**config.mk**
```make
export PLATFORM = sky130hd
export DESIGN_NAME = dot_max_engine
export DESIGN_NICKNAME = d
export VERILOG_FILES = /design/src/rtl/dot_max_pkg.sv /design/src/rtl/dot_max_mac.sv /design/src/rtl/dot_max_engine.sv
export SDC_FILE = /design/constraint.sdc
export NUM_CORES = 1
export LEC_CHECK = 0
export CORE_MARGIN = 2
export CORE_UTILIZATION = 65
export CTS_CLUSTER_DIAMETER = 60
export CTS_CLUSTER_SIZE = 16
export DETAILED_ROUTE_END_ITERATION = 12
export DONT_BUFFER_PORTS = 1
export PLACE_DENSITY = 0.81
export SETUP_SLACK_MARGIN = 0.1
export SLEW_MARGIN = 20
export SYNTH_ARGS = -nofsm -noshare
export SYNTH_HDL_FRONTEND = slang
export SYNTH_SLANG_ARGS = --single-unit
```
**constraint.sdc**
```tcl
create_clock -name clk -period 7.6 [get_ports clk]
set_input_delay 0.76 -clock clk [delete_from_list [all_inputs] [get_ports clk]]
set_output_delay 0.76 -clock clk [all_outputs]
set_load 0.02 [all_outputs]
```
**src/rtl/dot_max_pkg.sv**
```systemverilog
// ------------------------------------------------------------------
// dot_max_pkg: shared FSM encoding and width helper for dot_max_engine
// Rev 1.0
// ------------------------------------------------------------------
`default_nettype none

package dot_max_pkg;

  typedef enum logic [1:0] {
    ST_IDLE = 2'd0,
    ST_MAC  = 2'd1,
    ST_CMP  = 2'd2
  } state_t;

  function automatic int acc_width(input int dw, input int lanes);
    return 2 * dw + $clog2(lanes);
  endfunction

endpackage

`default_nettype wire

```
**src/rtl/dot_max_mac.sv**
```systemverilog
// ------------------------------------------------------------------
// dot_max_mac: lane-multiplexed single multiplier with accumulator
// Rev 1.0
// ------------------------------------------------------------------
`default_nettype none

module dot_max_mac import dot_max_pkg::*; #(
  parameter int DW     = 8,
  parameter int LANES  = 4,
  parameter int SIGNED = 0,
  parameter int ACC_W  = acc_width(DW, LANES),
  localparam int LW    = $clog2(LANES)
) (
  input  logic                       clk,
  input  logic                       rst_n,
  input  logic [LANES-1:0][DW-1:0]   in_vec,
  input  logic [LANES-1:0][DW-1:0]   w_vec,
  input  logic [LW-1:0]              lane,
  input  logic                       clr,
  input  logic                       en,
  output logic [ACC_W-1:0]           acc
);

  logic [DW-1:0]           x_sel;
  logic [DW-1:0]           w_sel;
  logic signed [DW:0]      x_ext;
  logic signed [DW:0]      w_ext;
  logic signed [ACC_W-1:0] x_wide;
  logic signed [ACC_W-1:0] w_wide;
  logic signed [ACC_W-1:0] prod;

  // One extra bit lets unsigned and signed operands share a signed multiplier.
  always_comb begin
    x_sel  = in_vec[lane];
    w_sel  = w_vec[lane];
    x_ext  = {(SIGNED != 0) && x_sel[DW-1], x_sel};
    w_ext  = {(SIGNED != 0) && w_sel[DW-1], w_sel};
    x_wide = ACC_W'(x_ext);
    w_wide = ACC_W'(w_ext);
    prod   = x_wide * w_wide;
  end

  always_ff @(posedge clk or negedge rst_n) begin
    if (!rst_n) begin
      acc <= '0;
    end else if (clr) begin
      acc <= '0;
    end else if (en) begin
      acc <= acc + prod;
    end
  end

endmodule

`default_nettype wire

```
**src/rtl/dot_max_engine.sv**
```systemverilog
// ------------------------------------------------------------------
// dot_max_engine: streamed LANES-wide dot product with running maximum
// Rev 1.0
// ------------------------------------------------------------------
`default_nettype none

module dot_max_engine import dot_max_pkg::*; #(
  parameter int DW     = 8,
  parameter int LANES  = 4,
  parameter int SIGNED = 0,
  parameter int IDX_W  = 8,
  localparam int ACC_W = acc_width(DW, LANES)
) (
  input  logic              clk,
  input  logic              rst_n,
  input  logic [DW-1:0]     in_data,
  input  logic              in_valid,
  input  logic              in_sel,
  output logic              in_ready,
  input  logic              clear_max,
  output logic              busy,
  output logic              result_valid,
  output logic [ACC_W-1:0]  dot_out,
  output logic [ACC_W-1:0]  max_out,
  output logic [IDX_W-1:0]  max_idx,
  output logic              max_valid
);

  localparam int LW = $clog2(LANES);

  state_t                   state;
  state_t                   state_nxt;
  logic [LANES-1:0][DW-1:0] w_reg;
  logic [LANES-1:0][DW-1:0] x_reg;
  logic [LW-1:0]            in_cnt;
  logic [LW-1:0]            lane;
  logic [IDX_W-1:0]         vec_cnt;
  logic [ACC_W-1:0]         acc;
  logic                     w_acc;
  logic                     x_acc;
  logic                     last_beat;
  logic                     lane_last;
  logic                     acc_gt;

  always_comb begin
    w_acc     = in_valid && in_ready && in_sel;
    x_acc     = in_valid && in_ready && !in_sel;
    last_beat = x_acc && (in_cnt == LW'(LANES - 1));
    lane_last = (lane == LW'(LANES - 1));
    acc_gt    = (SIGNED != 0) ? ($signed(acc) > $signed(max_out)) : (acc > max_out);
  end

  always_ff @(posedge clk or negedge rst_n) begin
    if (!rst_n) begin
      state <= ST_IDLE;
    end else begin
      state <= state_nxt;
    end
  end

  always_comb begin
    state_nxt = state;
    case (state)
      ST_IDLE: if (last_beat) state_nxt = ST_MAC;
      ST_MAC:  if (lane_last) state_nxt = ST_CMP;
      ST_CMP:  state_nxt = ST_IDLE;
      default: state_nxt = ST_IDLE;
    endcase
  end

  always_comb begin
    in_ready = (state == ST_IDLE);
    busy     = (state == ST_MAC);
  end

  // New beats enter the top lane so the first beat of a vector ends in lane 0.
  always_ff @(posedge clk or negedge rst_n) begin
    if (!rst_n) begin
      w_reg  <= '0;
      x_reg  <= '0;
      in_cnt <= '0;
      lane   <= '0;
    end else begin
      if (w_acc) begin
        w_reg <= {in_data, w_reg[LANES-1:1]};
      end
      if (x_acc) begin
        x_reg  <= {in_data, x_reg[LANES-1:1]};
        in_cnt <= last_beat ? '0 : in_cnt + LW'(1);
      end
      lane <= (state == ST_MAC && !lane_last) ? lane + LW'(1) : '0;
    end
  end

  dot_max_mac #(
    .DW     (DW),
    .LANES  (LANES),
    .SIGNED (SIGNED),
    .ACC_W  (ACC_W)
  ) u_mac (
    .clk    (clk),
    .rst_n  (rst_n),
    .in_vec (x_reg),
    .w_vec  (w_reg),
    .lane   (lane),
    .clr    (last_beat),
    .en     (state == ST_MAC),
    .acc    (acc)
  );

  always_ff @(posedge clk or negedge rst_n) begin
    if (!rst_n) begin
      result_valid <= 1'b0;
      dot_out      <= '0;
    end else begin
      result_valid <= (state == ST_CMP);
      if (state == ST_CMP) begin
        dot_out <= acc;
      end
    end
  end

  // A clear landing on the CMP edge adopts the current result as entry 0.
  always_ff @(posedge clk or negedge rst_n) begin
    if (!rst_n) begin
      max_out   <= '0;
      max_idx   <= '0;
      max_valid <= 1'b0;
      vec_cnt   <= '0;
    end else if (clear_max) begin
      if (state == ST_CMP) begin
        max_out   <= acc;
        max_idx   <= '0;
        max_valid <= 1'b1;
        vec_cnt   <= IDX_W'(1);
      end else begin
        max_out   <= '0;
        max_idx   <= '0;
        max_valid <= 1'b0;
        vec_cnt   <= '0;
      end
    end else if (state == ST_CMP) begin
      if (!max_valid || acc_gt) begin
        max_out   <= acc;
        max_idx   <= vec_cnt;
        max_valid <= 1'b1;
      end
      if (vec_cnt != {IDX_W{1'b1}}) begin
        vec_cnt <= vec_cnt + IDX_W'(1);
      end
    end
  end

endmodule

`default_nettype wire

```
==> results.sh <==
export IMPL_fillers=936
export IMPL_ctsResizeCount=0
export IMPL_core_area_mm2=0.0138
export IMPL_fmax_ghz=0.142
export IMPL_max_stage_delay_ns=0.80
export IMPL_synth_simple_area_share_pct=12.9
export IMPL_avgViaCountPerCell=6.22
export IMPL_synth_compound_area_share_pct=10.8
export IMPL_grt_pass1_wl_mm=33.5
export IMPL_fin_skew_ns=0.0137
export IMPL_critical_path_arrival_ns=7.40
export IMPL_initial_core_util_pct=66.2
export IMPL_crit_slowest_cell="dfrtp_1"
export IMPL_ctsLongestPathBuffers=2
export IMPL_synth_xor_area_share_pct=2.11
export IMPL_synth_fa_ha_area_share_pct=18.1
export IMPL_syn_area_mm2=0.00915
export IMPL_dp_hpwl_mm=14.5
export IMPL_synth_top_family_by_area="adder cells"
export IMPL_drv_cap=0
export IMPL_period_share_pct=92.8
export IMPL_period_needed_ns=7.05
export IMPL_cts_tree="done"
export IMPL_drc=0
export IMPL_fin_util_pct=71.4
export IMPL_first_iter_violations=366
export IMPL_gr_usage_all_layers_pct=28.7
export IMPL_cts_buffers=17
export IMPL_grt_pass1_vias=6673
export IMPL_seq_area_frac_synth_pct=38.8
export IMPL_report_final_slew_viol_count=0
export IMPL_criticalPathCategory="register to register"
export IMPL_cts_sinks=142
export IMPL_die_h_um=123
export IMPL_finalHoldViolations=0
export IMPL_design_area_mm2=0.00987
export IMPL_gp_congestion=0.894
export IMPL_synth_edf_count=0
export IMPL_holdBufCountCts=0
export IMPL_io_buffers=0
export IMPL_grt_start_max_net_pins=143
export IMPL_io_pins=61
export IMPL_wl_mm=20.1
export IMPL_antenna_found_initial=0
export IMPL_vias=6395
export IMPL_synth_flop_cell="dfrtp_1"
export IMPL_nNetsFinal=958
export IMPL_root_buffer="clkbuf_16"
export IMPL_crit_fanout=17
export IMPL_clk_transition_reported_paths_ns=0.06
export IMPL_synthMuxAreaShare_pct=12.3
export IMPL_postCtsSetupBuffers=0
export IMPL_crit_top_cell="fa_1"
export IMPL_synth_warnings=0
export IMPL_htreeDepth=4
export IMPL_rows=43
export IMPL_overflow=0
export IMPL_fp_dieW_um=123
export IMPL_routedWlPerCell_um=19.5
export IMPL_cp_cell_sequence="mux4_2, and2_1, fa_1, fa_1, fa_1, inv_1, fa_1, inv_1, ha_1, and3_1, a2111oi_4, o21ai_0, a21o_1, a21oi_1, xnor2_1, ha_1, nand3_1, or4_1, a211oi_2, mux2i_1"
export IMPL_synth_nets=963
export IMPL_area_growth_pct=7.82
export IMPL_dr_pass1_iters=5
export IMPL_final_setup_tns_ns=0
export IMPL_rsz0062_at_grt="no"
export IMPL_async_flop_share_pct=100
export IMPL_end_kind="register"
export IMPL_ys_ff_latch=142
export IMPL_drive_gt1_share_pct=14.4
export IMPL_cp_top_family="adder cells"
export IMPL_synth_cells=840
export IMPL_critPathBufInv=2
export IMPL_clkLatencyLatePin_ns=0.43
export IMPL_finalSetupViolCount=0
export IMPL_reg2reg_slack_ns=0.55
export IMPL_antenna_left=0
export IMPL_dpl_cell_area_mm2=0.00927
export IMPL_synth_cell_types=56
export IMPL_max_slew_margin_pct=35.3
export IMPL_start_kind="register"
export IMPL_status="finished clean"
export IMPL_num_antenna_cells=0
export IMPL_worstPathRequired_ns=7.94
export IMPL_avgSynthCellArea_um2=10.9
export IMPL_tightest_slew_ns=0.970
export IMPL_dieArea_mm2=0.0150
export IMPL_hold_class="input pin to async pin"
## area by class of cell
class | instances | area, um^2 | share of cell area (%)
Timing Repair Buffer | 4 | 42.5 | 0.431
Clock inverter | 10 | 128 | 1.29
Clock buffer | 22 | 464 | 4.70
Multi-Input combinational cell | 587 | 5140 | 52.1
Tap cell | 180 | 225 | 2.28
Sequential cell | 142 | 3550 | 36.0
Inverter | 83 | 312 | 3.16
## per-layer routing
| metal | vias to the layer above | track usage (%) | wire length (um) |
|---|---|---|---|
| li1 | 2928 | - | - |
| met3 | 40 | 5.81 | 820 |
| met2 | 161 | 46.7 | 9940 |
| met1 | 3266 | 38.6 | 8870 |
| met5 | - | 0 | 0 |
| met4 | 0 | 9.84 | 445 |
## synthesized netlist by cell type (3+ instances only)
master / n / area share, %
mux4_2: 16 / 3.9
o21a_1: 3 / 0.25
a21o_1: 7 / 0.57
or3_1: 4 / 0.27
and3_1: 7 / 0.48
inv_1: 82 / 3.4
clkbuf_1: 14 / 0.57
buf_2: 9 / 0.49
buf_6: 4 / 0.49
a211oi_1: 9 / 0.74
and2_1: 55 / 3.8
o21ai_0: 30 / 1.6
nand4_1: 5 / 0.34
mux2_1: 3 / 0.37
mux2_2: 63 / 7.8
nor2b_1: 5 / 0.34
and4_1: 3 / 0.29
nor3_1: 9 / 0.49
a31oi_1: 3 / 0.21
ha_1: 73 / 10
nand2b_1: 7 / 0.48
fa_1: 37 / 8.1
a22o_1: 30 / 2.9
a21oi_1: 30 / 1.6
dfrtp_1: 142 / 39
o31ai_1: 6 / 0.49
xnor2_1: 15 / 1.4
o21bai_1: 4 / 0.33
xor2_1: 7 / 0.67
nand3_1: 12 / 0.66
nor4_1: 4 / 0.27
nor2_1: 22 / 0.90
nand2_1: 91 / 3.7
## metrics by stage
stage | setup slack [ns] | std cells | hold WS, ns
after floorplan | 0.860 | 840 | 0.464
after global placement | 0.692 | 996 | 0.467
after detailed placement | 0.516 | 996 | 0.467
after CTS | 0.447 | 1028 | 0.0122
after global routing | 0.209 | 1028 | 0.00483
final | 0.546 | 1028 | 0.0253
## final timing paths
path | start | depth (start not counted) | endpoint
setup / recovery | lane[1]$_DFF_PN0_ | 20 | u_mac.acc[17]$_DFFE_PN0P_
hold / removal | rst_n | 0 | result_valid$_DFF_PN0_
setup reg to reg | lane[1]$_DFF_PN0_ | 20 | u_mac.acc[17]$_DFFE_PN0P_
hold reg to reg | x_reg[3]$_DFFE_PN0P_ | 1 | x_reg[3]$_DFFE_PN0P_
max in group asynchronous | rst_n | 0 | w_reg[7]$_DFFE_PN0P_
min in group clk | clear_max | 1 | vec_cnt[4]$_DFFE_PN0P_
## cell usage in the layout, fill, tap and decap left out, types with 9 or more instances in the layout
| cell | synthesis | routed |
|---|---|---|
| nor3_1 | 9 | 9 |
| a211oi_1 | 9 | 9 |
| clkbuf_16 | 0 | 17 |
| ha_1 | 73 | 73 |
| mux2_2 | 63 | 63 |
| nor2_1 | 22 | 22 |
| nand2_1 | 91 | 91 |
| and2_1 | 55 | 55 |
| xnor2_1 | 15 | 15 |
| nand3_1 | 12 | 12 |
| dfrtp_1 | 142 | 141 |
| fa_1 | 37 | 37 |
| inv_1 | 82 | 82 |
| a21oi_1 | 30 | 30 |
| mux4_2 | 16 | 16 |
| a22o_1 | 30 | 30 |
| o21ai_0 | 30 | 30 |
## kinds of logic after synthesis
kind of cell             count (synthesis)
flip-flops                             142
AO/OA/AOI/OAI                          140
XOR/XNOR                                22
buffers and inverters                  111
adder cells (fa/ha/maj)                110
AND/OR/NAND/NOR                        231
multiplexers                            84
Power is left out: the tool's default activity adds up to more than one toggle a clock period on the data nets, which glitch-free logic cannot reach.
